File: src/rtl/digit_loader_pkg.sv
// Shared types and constants for the digit_loader keypad-to-display loader.
package digit_loader_pkg;

  typedef enum logic [1:0] {
    ST_IDLE  = 2'd0,
    ST_ISSUE = 2'd1,
    ST_WAIT  = 2'd2
  } state_t;

  localparam logic [3:0]  BLANK         = 4'hF;
  localparam logic [3:0]  KEY_BKSP      = 4'hF;
  localparam int unsigned PULSE_LEN_DEF = 4;
  localparam int unsigned BUSY_TMO_DEF  = 16'hFFFF;

endpackage

File: src/rtl/digit_loader_if.sv
// Keypad and display signal bundle for digit_loader; master drives keys, slave is the loader.
interface digit_loader_if;
  logic        key_valid;
  logic [3:0]  key_code;
  logic        key_clr;
  logic        key_enter;
  logic [1:0]  mode_in;
  logic        disp_busy;
  logic [15:0] digits;
  logic        set;
  logic        start;
  logic [1:0]  mode;
  logic        busy;
  logic        ovf;

  modport master (
    output key_valid, key_code, key_clr, key_enter, mode_in, disp_busy,
    input  digits, set, start, mode, busy, ovf
  );

  modport slave (
    input  key_valid, key_code, key_clr, key_enter, mode_in, disp_busy,
    output digits, set, start, mode, busy, ovf
  );
endinterface

File: src/rtl/digit_loader_issue_timer.sv
// dl_issue_timer: loadable down-counter shared by the strobe-length and busy-timeout counts.
module dl_issue_timer #(
  parameter int unsigned WIDTH = 16
) (
  input  logic             clk,
  input  logic             rst,
  input  logic             load,
  input  logic [WIDTH-1:0] load_val,
  output logic             done
);

  logic [WIDTH-1:0] count;

  always_ff @(posedge clk) begin
    if (rst) begin
      count <= '0;
    end else if (load) begin
      count <= load_val;
    end else if (count != '0) begin
      count <= count - WIDTH'(1);
    end
  end

  assign done = (count == '0);

endmodule

File: src/rtl/digit_loader.sv
// Keypad digit buffer that issues its contents to a display with set/start strobes.
// Optional DIGIT_LOADER_AUTO_SEND_EN: every accepted digit/backspace/clear issues one cycle later.
module digit_loader
  import digit_loader_pkg::*;
#(
  parameter int unsigned PULSE_LEN = PULSE_LEN_DEF,
  parameter int unsigned BUSY_TMO  = BUSY_TMO_DEF
) (
  input logic           clk,
  input logic           rst,
  digit_loader_if.slave bus
);

`ifdef DIGIT_LOADER_AUTO_SEND_EN
  localparam bit AUTO_SEND = 1'b1;
`else
  localparam bit AUTO_SEND = 1'b0;
`endif

  localparam logic [15:0] PULSE_LOAD = 16'(PULSE_LEN - 1);
  localparam logic [15:0] TMO_LOAD   = 16'(BUSY_TMO - 1);

  state_t      state, state_n;
  logic [15:0] digits, digits_n;
  logic [2:0]  cnt, cnt_n;
  logic [1:0]  mode, mode_n;
  logic        ovf, ovf_n;
  logic        pending, pending_n;
  logic        seen_busy, seen_busy_n;
  logic        tmr_load;
  logic [15:0] tmr_val;
  logic        tmr_done;
  logic        accepted;
  logic [1:0]  slot_wr, slot_bk;

  dl_issue_timer #(.WIDTH(16)) u_timer (
    .clk      (clk),
    .rst      (rst),
    .load     (tmr_load),
    .load_val (tmr_val),
    .done     (tmr_done)
  );

  always_ff @(posedge clk) begin
    if (rst) begin
      state     <= ST_IDLE;
      digits    <= '1;
      cnt       <= '0;
      mode      <= '0;
      ovf       <= 1'b0;
      pending   <= 1'b0;
      seen_busy <= 1'b0;
    end else begin
      state     <= state_n;
      digits    <= digits_n;
      cnt       <= cnt_n;
      mode      <= mode_n;
      ovf       <= ovf_n;
      pending   <= pending_n;
      seen_busy <= seen_busy_n;
    end
  end

  // Digit k lands in nibble d(3-k); backspace blanks the most recent one, d(4-cnt).
  assign slot_wr = 2'(3'd3 - cnt);
  assign slot_bk = 2'(3'd4 - cnt);

  always_comb begin
    state_n     = state;
    digits_n    = digits;
    cnt_n       = cnt;
    mode_n      = mode;
    ovf_n       = ovf;
    pending_n   = 1'b0;
    seen_busy_n = seen_busy;
    tmr_load    = 1'b0;
    tmr_val     = '0;
    accepted    = 1'b0;

    case (state)
      ST_IDLE: begin
        // Clear outranks enter (and a pending auto-send), which outranks digit entry.
        if (bus.key_clr) begin
          digits_n = '1;
          cnt_n    = '0;
          ovf_n    = 1'b0;
          accepted = 1'b1;
        end else if (bus.key_enter || pending) begin
          mode_n   = bus.mode_in;
          state_n  = ST_ISSUE;
          tmr_load = 1'b1;
          tmr_val  = PULSE_LOAD;
        end else if (bus.key_valid) begin
          if (bus.key_code == KEY_BKSP) begin
            if (cnt != '0) begin
              digits_n[{slot_bk, 2'b00} +: 4] = BLANK;
              cnt_n    = cnt - 3'd1;
              accepted = 1'b1;
            end
          end else if (cnt == 3'd4) begin
            ovf_n = 1'b1;
          end else begin
            digits_n[{slot_wr, 2'b00} +: 4] = bus.key_code;
            cnt_n    = cnt + 3'd1;
            accepted = 1'b1;
          end
        end
        pending_n = AUTO_SEND && accepted;
      end

      ST_ISSUE: begin
        if (tmr_done) begin
          state_n     = ST_WAIT;
          tmr_load    = 1'b1;
          tmr_val     = TMO_LOAD;
          seen_busy_n = 1'b0;
        end
      end

      ST_WAIT: begin
        if (bus.disp_busy) begin
          seen_busy_n = 1'b1;
        end
        if ((seen_busy && !bus.disp_busy) || tmr_done) begin
          state_n = ST_IDLE;
        end
      end

      default: begin
        state_n = ST_IDLE;
      end
    endcase
  end

  assign bus.digits = digits;
  assign bus.mode   = mode;
  assign bus.ovf    = ovf;
  assign bus.set    = (state == ST_ISSUE);
  assign bus.start  = (state == ST_ISSUE);
  assign bus.busy   = (state != ST_IDLE);

endmodule

File: src/flat_wrapper.sv
// flat-port wrapper written by rule: the top's interface ports become plain ports
module digit_loader_flat import digit_loader_pkg::*;
#(
  parameter int unsigned PULSE_LEN = PULSE_LEN_DEF,
  parameter int unsigned BUSY_TMO  = BUSY_TMO_DEF
)
  (clk, rst, bus_key_valid, bus_key_code, bus_key_clr, bus_key_enter, bus_mode_in, bus_disp_busy, bus_digits, bus_set, bus_start, bus_mode, bus_busy, bus_ovf);
  digit_loader_if bus_i ();
  input logic clk;
  input logic rst;
  input wire logic [$bits(bus_i.key_valid)-1:0] bus_key_valid;
  input wire logic [$bits(bus_i.key_code)-1:0] bus_key_code;
  input wire logic [$bits(bus_i.key_clr)-1:0] bus_key_clr;
  input wire logic [$bits(bus_i.key_enter)-1:0] bus_key_enter;
  input wire logic [$bits(bus_i.mode_in)-1:0] bus_mode_in;
  input wire logic [$bits(bus_i.disp_busy)-1:0] bus_disp_busy;
  output wire logic [$bits(bus_i.digits)-1:0] bus_digits;
  output wire logic [$bits(bus_i.set)-1:0] bus_set;
  output wire logic [$bits(bus_i.start)-1:0] bus_start;
  output wire logic [$bits(bus_i.mode)-1:0] bus_mode;
  output wire logic [$bits(bus_i.busy)-1:0] bus_busy;
  output wire logic [$bits(bus_i.ovf)-1:0] bus_ovf;
  assign bus_i.key_valid = bus_key_valid;
  assign bus_i.key_code = bus_key_code;
  assign bus_i.key_clr = bus_key_clr;
  assign bus_i.key_enter = bus_key_enter;
  assign bus_i.mode_in = bus_mode_in;
  assign bus_i.disp_busy = bus_disp_busy;
  assign bus_digits = bus_i.digits;
  assign bus_set = bus_i.set;
  assign bus_start = bus_i.start;
  assign bus_mode = bus_i.mode;
  assign bus_busy = bus_i.busy;
  assign bus_ovf = bus_i.ovf;
  digit_loader #(.PULSE_LEN(PULSE_LEN), .BUSY_TMO(BUSY_TMO)) u_core (.clk(clk), .rst(rst), .bus(bus_i));
endmodule
File: config.mk
export PLATFORM = sky130hd
export DESIGN_NAME = digit_loader_flat
export DESIGN_NICKNAME = d
export VERILOG_FILES = /design/src/rtl/digit_loader_pkg.sv /design/src/rtl/digit_loader_if.sv /design/src/rtl/digit_loader_issue_timer.sv /design/src/rtl/digit_loader.sv /design/src/flat_wrapper.sv
export SDC_FILE = /design/constraint.sdc
export NUM_CORES = 1
export LEC_CHECK = 0
export ABC_AREA = 1
export CORE_UTILIZATION = 55
export DETAILED_ROUTE_END_ITERATION = 8
export PLACE_DENSITY = 0.86
export SLEW_MARGIN = 0
export SYNTH_ARGS = -nofsm -noshare
export SYNTH_HDL_FRONTEND = slang
export SYNTH_HIERARCHICAL = 1
export SYNTH_SLANG_ARGS = --single-unit
File: constraint.sdc
create_clock -name clk -period 3.09 [get_ports clk]
set_input_delay 0.618 -clock clk [delete_from_list [all_inputs] [get_ports clk]]
set_output_delay 0.618 -clock clk [all_outputs]
set_load 0.005 [all_outputs]
Word level (Yosys, flattened, before mapping)

Cells that the tools add are included.

$lt $le $gt $ge: 0
Bitwise gates (word level): 1
Equal/unequal tests: 13
Muxes and demuxes: 37
Add/subtract/negate cells: 7
$mul: 0
Reductions and logical operators: 17
Div/mod/pow operators: 0
Shift-type cells: 4

Operator list:

| operator                | number |
|---|---|
| $mux 16                 | 10 |
| $bwmux 16               | 2 |
| $pmux 16 s2             | 1 |
| $shift 4x6->16 const A  | 2 |
| $mux 3                  | 6 |
| $logic_not 16->1        | 1 |
| $reduce_bool 16->1      | 1 |
| $shiftx 4x6->16         | 1 |
| $shiftx 4x6->16 const A | 1 |
| $sub 16x1->16 const B   | 1 |
| $neg 4->6               | 2 |
| $mux 1                  | 10 |
| $mux 2                  | 5 |
| $ne 2x2->1 const B      | 5 |
| $reduce_and 5->1        | 2 |
| $reduce_bool 2->1       | 5 |
| $pmux 2 s3              | 1 |
| $reduce_and 3->1        | 2 |
| $eq 4x4->1 const B      | 1 |
| $ne 2x1->1 const B      | 2 |
| $pmux 1 s2              | 2 |
| $reduce_and 4->1        | 1 |
| $add 3x1->3 const B     | 1 |
| $eq 3x3->1 const B      | 1 |
| 13 further kinds        | 13 |

Output and inout port bits: 22
Bits in writable memories: 0
Input port bits: 12
Bits in latches: 0
Memories kept: 0
Bits in read-only memories: 0
Register bits: 41

Depth between registers and ports, before layout

Word-level depth: 9
Gate-level depth with buffers: 16
Mapped depth without buffers: 15

By module

The synthesis kept the hierarchy.

By module, submodules not included:

| module         | instances | cells an instance | sequential area each (sq um) | area each (sq um) |
|---|---|---|---|---|
| digit_loader   | 1         | 226               | 500.5                        | 1,501.4 |
| dl_issue_timer | 1         | 179               | 320.3                        | 1,114.8 |

Least setup slack after synthesis

No wires, ideal clock.

Kind: reg2reg
From: reg u_core.u_timer.count[0]
To: reg u_core.u_timer.count[2]
Data arrival time: 2,416 ps
Required time: 2,962 ps
Path buffers: 1
Cell stages (with the launch flop): 15
Setup time: 128 ps
Period minus slack after synthesis: 2,543 ps
Slack: 547 ps
Cell sequence: dfxtp_1 -> inv_1 -> ha_1 -> nand2_4 -> nor2_8 -> nand4_4 -> inv_2 -> inv_1 -> nor2_1 -> inv_1 -> nand2_1 -> clkbuf_1 -> nor2_1 -> a22oi_1 -> nor2_1

Cells in the longest elaborated chain, start to end: 4

RTL lines:

| element                                             | RTL line                       | RTL |
|---|---|---|
| start: declaration                                  | digit_loader_issue_timer.sv:12 | `logic [WIDTH-1:0] count;` |
| start signal: assignment                            | digit_loader_issue_timer.sv:18 | `count <= load_val;` |
| start signal: assignment                            | digit_loader_issue_timer.sv:20 | `count <= count - WIDTH'(1);` |
| $logic_not 16->1 (*)                                | digit_loader_issue_timer.sv:24 | `assign done = (count == '0);` |
| net u_core.tmr_done                                 | digit_loader.sv:32             | `logic tmr_done;` |
| $mux 1 (*)                                          | digit_loader.sv:112            | `if (tmr_done) begin` |
| $pmux 1 s2 (*)                                      | digit_loader.sv:80             | `case (state)` |
| net u_core.tmr_load                                 | digit_loader.sv:30             | `logic tmr_load;` |
| $mux 16 / $reduce_bool 2->1 (equally long branches) | -                              |  |

Mark *: on every way through the listed nets, which the timed path passes. The rest lies on a longest branch. The select of a mux whose other input is x is not followed.
A chain may end at the register's enable or synchronous reset.

Worst setup path in the final report

From: reg u_core.u_timer.count[0]
To: reg u_core.u_timer.count[1]

Same word-level chain as after synthesis.

==> reports/metrics.csv <==
stage,metric,value,unit
outcome,status,"finished, final reports clean",
timing,Worst Skew,0.00542,ns
logic_synthesis,commonest cells in the netlist,"128 x nand2_1, 50 x inv_1, 48 x nor2_1, 41 x dfxtp_1, 33 x nand3_1",
logic_synthesis,mux share of post-synthesis cell area,0,
die,Die Area,5040,sq um
clocking,Post-CTS Setup Bufs,0,
route,Detailed Routing Iterations Pass 1,4,
worst_setup_path,"slowest stage delay, CP",0.37,ns
hold_path,HP Class,reg -> reg,
logic_synthesis,number of synthesized register bits,41,
logic_synthesis,Synth top area share,0.314,
clocking,CTS max path bufs,2,
worst_setup_path,Worst Path Buf+Inv,6,
cells_and_area,Final Instance Count excl. Fillers,492,
worst_setup_path,crit path launch type,register,
logic_synthesis,largest family of logic cells by synthesized area,simple AND/OR/NAND/NOR gates,
timing,post-route minimum period,2.47,ns
cells_and_area,share of cells above drive strength 1,0.107,
worst_setup_path,"Max FO, Critical Path",15,
global_routing,initial antenna violation count,0,
place,Port Buffers,33,
logic_synthesis,top-count cell post-synth,nand2_1,
route,DR DRC count,0,
worst_setup_path,r2r worst-path depth,15,
worst_setup_path,Worst R2R Start,u_core/u_timer/count[0],
worst_setup_path,"Top cell by count, worst path",inv_1,
route,wire per inst,11.8,um
worst_setup_path,cell depth of the worst setup path,15,
timing,final-report hold violation count,0,
clocking,CTS tree,built,
worst_setup_path,CP top delay family,simple AND/OR/NAND/NOR gates,
logic_synthesis,ranking of synthesized cells by area,"dfxtp_1 31%, nand2_1 18%, inv_1 7.2%, nor2_1 6.9%, nand3_1 6.3%",
worst_setup_path,critical-path cell list,inv_1 -> ha_1 -> nand2_4 -> nor2_8 -> nand4_4 -> inv_2 -> inv_1 -> nor2_1 -> buf_4 -> inv_1 -> nand2_1 -> inv_1 -> nand3_2 -> nand2_1 -> a21oi_1,
logic_synthesis,primary flip-flop cell chosen by synthesis mapping,dfxtp_1,
logic_synthesis,simple logic cell fraction of the synthesized area,0.445,
global_routing,vias in the first global route,2443,
place,placed insts,484,
die,Die H,71.0,um
logic_synthesis,Async SR Flop Fraction,0,
worst_setup_path,CP Capture Type,register,
route,antenna-violating nets left,0,
power_and_ir_drop,PD cells,784,nW/um^2
cells_and_area,antenna cells,0,
route,via/cell ratio,5.13,
worst_setup_path,required time of the worst setup path,3.27,ns
clocking,H-tree depth,2,
logic_synthesis,Cells after Synth,405,
worst_setup_path,Crit Path Class,reg -> reg,
worst_setup_path,CP Launch Point,u_core/u_timer/count[0],
global_routing,global-route usage over all layers,0.249,
worst_setup_path,RR Endpoint,u_core/u_timer/count[1],
logic_synthesis,Compound-Gate Fraction of Synth Area,0.0789,
cells_and_area,FILL cells,390,
timing,Highest Clock Rate,404,MHz
die,cell row count,24,
logic_synthesis,"Seq/Total Area, Yosys",0.314,
job,max-capacitance violation count,0,
worst_setup_path,"slowest stage cell, crit path",dfxtp_1,
worst_setup_path,R2R Setup Slk,0.62,ns
timing,RSZ-0062 raised after global routing,no,
worst_setup_path,crit path to,u_core/u_timer/count[1],
cells_and_area,synthesis-to-layout area growth,18.3,%
place,GP Congestion,0.964,
timing,Final Setup Violations,0,
timing,Slew HR,0.594,
clocking,clock net sink count,41,
worst_setup_path,Worst Path Arrival,2.65,ns
clocking,later-pin clock latency in the skew report,0.29,ns
die,I/O pins,34,
timing,slew of the pin with the lowest slew margin,0.608,ns
logic_synthesis,YS warnings,6,
logic_synthesis,Post-Synth Adder-Cell Area,0.0383,
logic_synthesis,Synth Area in XOR/XNOR,0.0297,
power_and_ir_drop,Leakage,1.51,nW
global_routing,largest net degree at the start of global routing,23,
clocking,root buffer cell,clkbuf_8,
place,DP HPWL,4430,um
logic_synthesis,Post-synth EDFFs,0,
global_routing,total global routing overflow,0,
logic_synthesis,synthesized area,2620,sq um
logic_synthesis,Avg Inst Size Synth,6.46,sq um
clocking,"CTS clk-pin slew, worst paths",0.08,ns
logic_synthesis,syn_nets,425,
clocking,Resized cells post-CTS,0,
logic_synthesis,Netlist cell types,34,
die,Initial Util,0.585,
die,core area,4470,sq um
timing,Slew Limit Fails,0,
cells_and_area,Final Net Count,459,
timing,final worst-path cycle share,0.800,
route,number of DRC markers in iteration 0,187,
timing,Fin Setup TNS,0,ns
clocking,CTS hold repair buffers,0,
route,overall routed net length,5810,um
clocking,clock buffers created by TritonCTS,5,
global_routing,first-pass GRT wire length,10200,um
route,vias,2524,
die,Die X,71.0,um
power_and_ir_drop,Worst VDD drop,0.330,mV
logic_synthesis,Yosys top cell by area,dfxtp_1,
-- tightest hold or removal path: stages (launching register included) --
cell,delay (ns)
dfxtp_1,0.31
inv_1,0.04
a21oi_1,0.05
-- kinds of logic (layout without fill, tap and decap cells) --
logic type | count (synthesis) | in the layout
DFF | 41 | 41
xor gates and xnor gates | 8 | 8
and+or+nand+nor | 247 | 247
AOI/OAI and AO/OA | 37 | 37
buffers and inverters | 64 | 99
adders and majority gates | 8 | 8
-- routing by layer --
layer	GRT usage	vias up	wire, um
met2	0.456	55	2940
met5	0	-	0
met1	0.287	1140	2530
li1	-	1323	-
met3	0.0527	6	281
met4	0.0800	0	57
-- area by class of cell --
cell class	instances	area, sq um	area share
Clock buffer	7	96.3	0.0311
Clock inverter	1	5.00	0.00162
Inverter	55	206	0.0667
Multi-Input combinational cell	300	1550	0.500
Sequential cell	41	821	0.265
Tap cell	52	65.1	0.0210
Timing Repair Buffer	36	353	0.114
-- metrics by stage --
stage	setup WS (ns)	power, mW	hold WS, ns	instance area (sq um)	util
4_1_cts	0.628	2.44	0.453	3100	0.692
3_5_place_dp	0.588	2.05	0.440	2990	0.669
6_report	0.617	2.43	0.449	3100	0.692
3_3_place_gp	0.665	2.01	0.437	2990	0.669
2_1_floorplan	0.547	1.72	0.435	2620	-
5_1_grt	0.373	2.64	0.483	3100	0.692
-- flip-flops by register name, summed over array words and instances (netlist names) --
name,count
u_core/bus.digits,16
u_core/bus.mode,2
u_core/bus.ovf,1
u_core/state,2
u_core/u_timer/count,16
u_core/cnt,3
u_core/seen_busy,1
-- how the worst min path moves through the flow --
stage | from | end | cells past startpoint
floorplan | u_core/seen_busy | u_core/seen_busy | 2
global placement | u_core/bus.digits[6] | u_core/bus.digits[6] | 2
detailed placement | u_core/bus.ovf | u_core/bus.ovf | 2
CTS | u_core/bus.ovf | u_core/bus.ovf | 2
global route | u_core/bus.digits[14] | u_core/bus.digits[14] | 2
finish | u_core/bus.ovf | u_core/bus.ovf | 2
-- report_power, final --
part / switching, mW / internal [mW]
sequential: 0.0970 / 0.646
combinational: 0.800 / 0.506
clock: 0.177 / 0.202
-- cells in the final DEF (no fill, tap or decap), types with 5 or more instances in the layout --
cell type	n
clkdlybuf4s50_1	33
clkbuf_8	7
nand2_2	7
nor2_4	8
nor2_2	5
inv_1	50
nand2_1	128
nor2_1	48
nand3_1	33
ha_1	8
dfxtp_1	41
a21oi_1	13
nand4_1	5
o21ai_0	16
No activity file was read; power rests on OpenSTA's default activity.
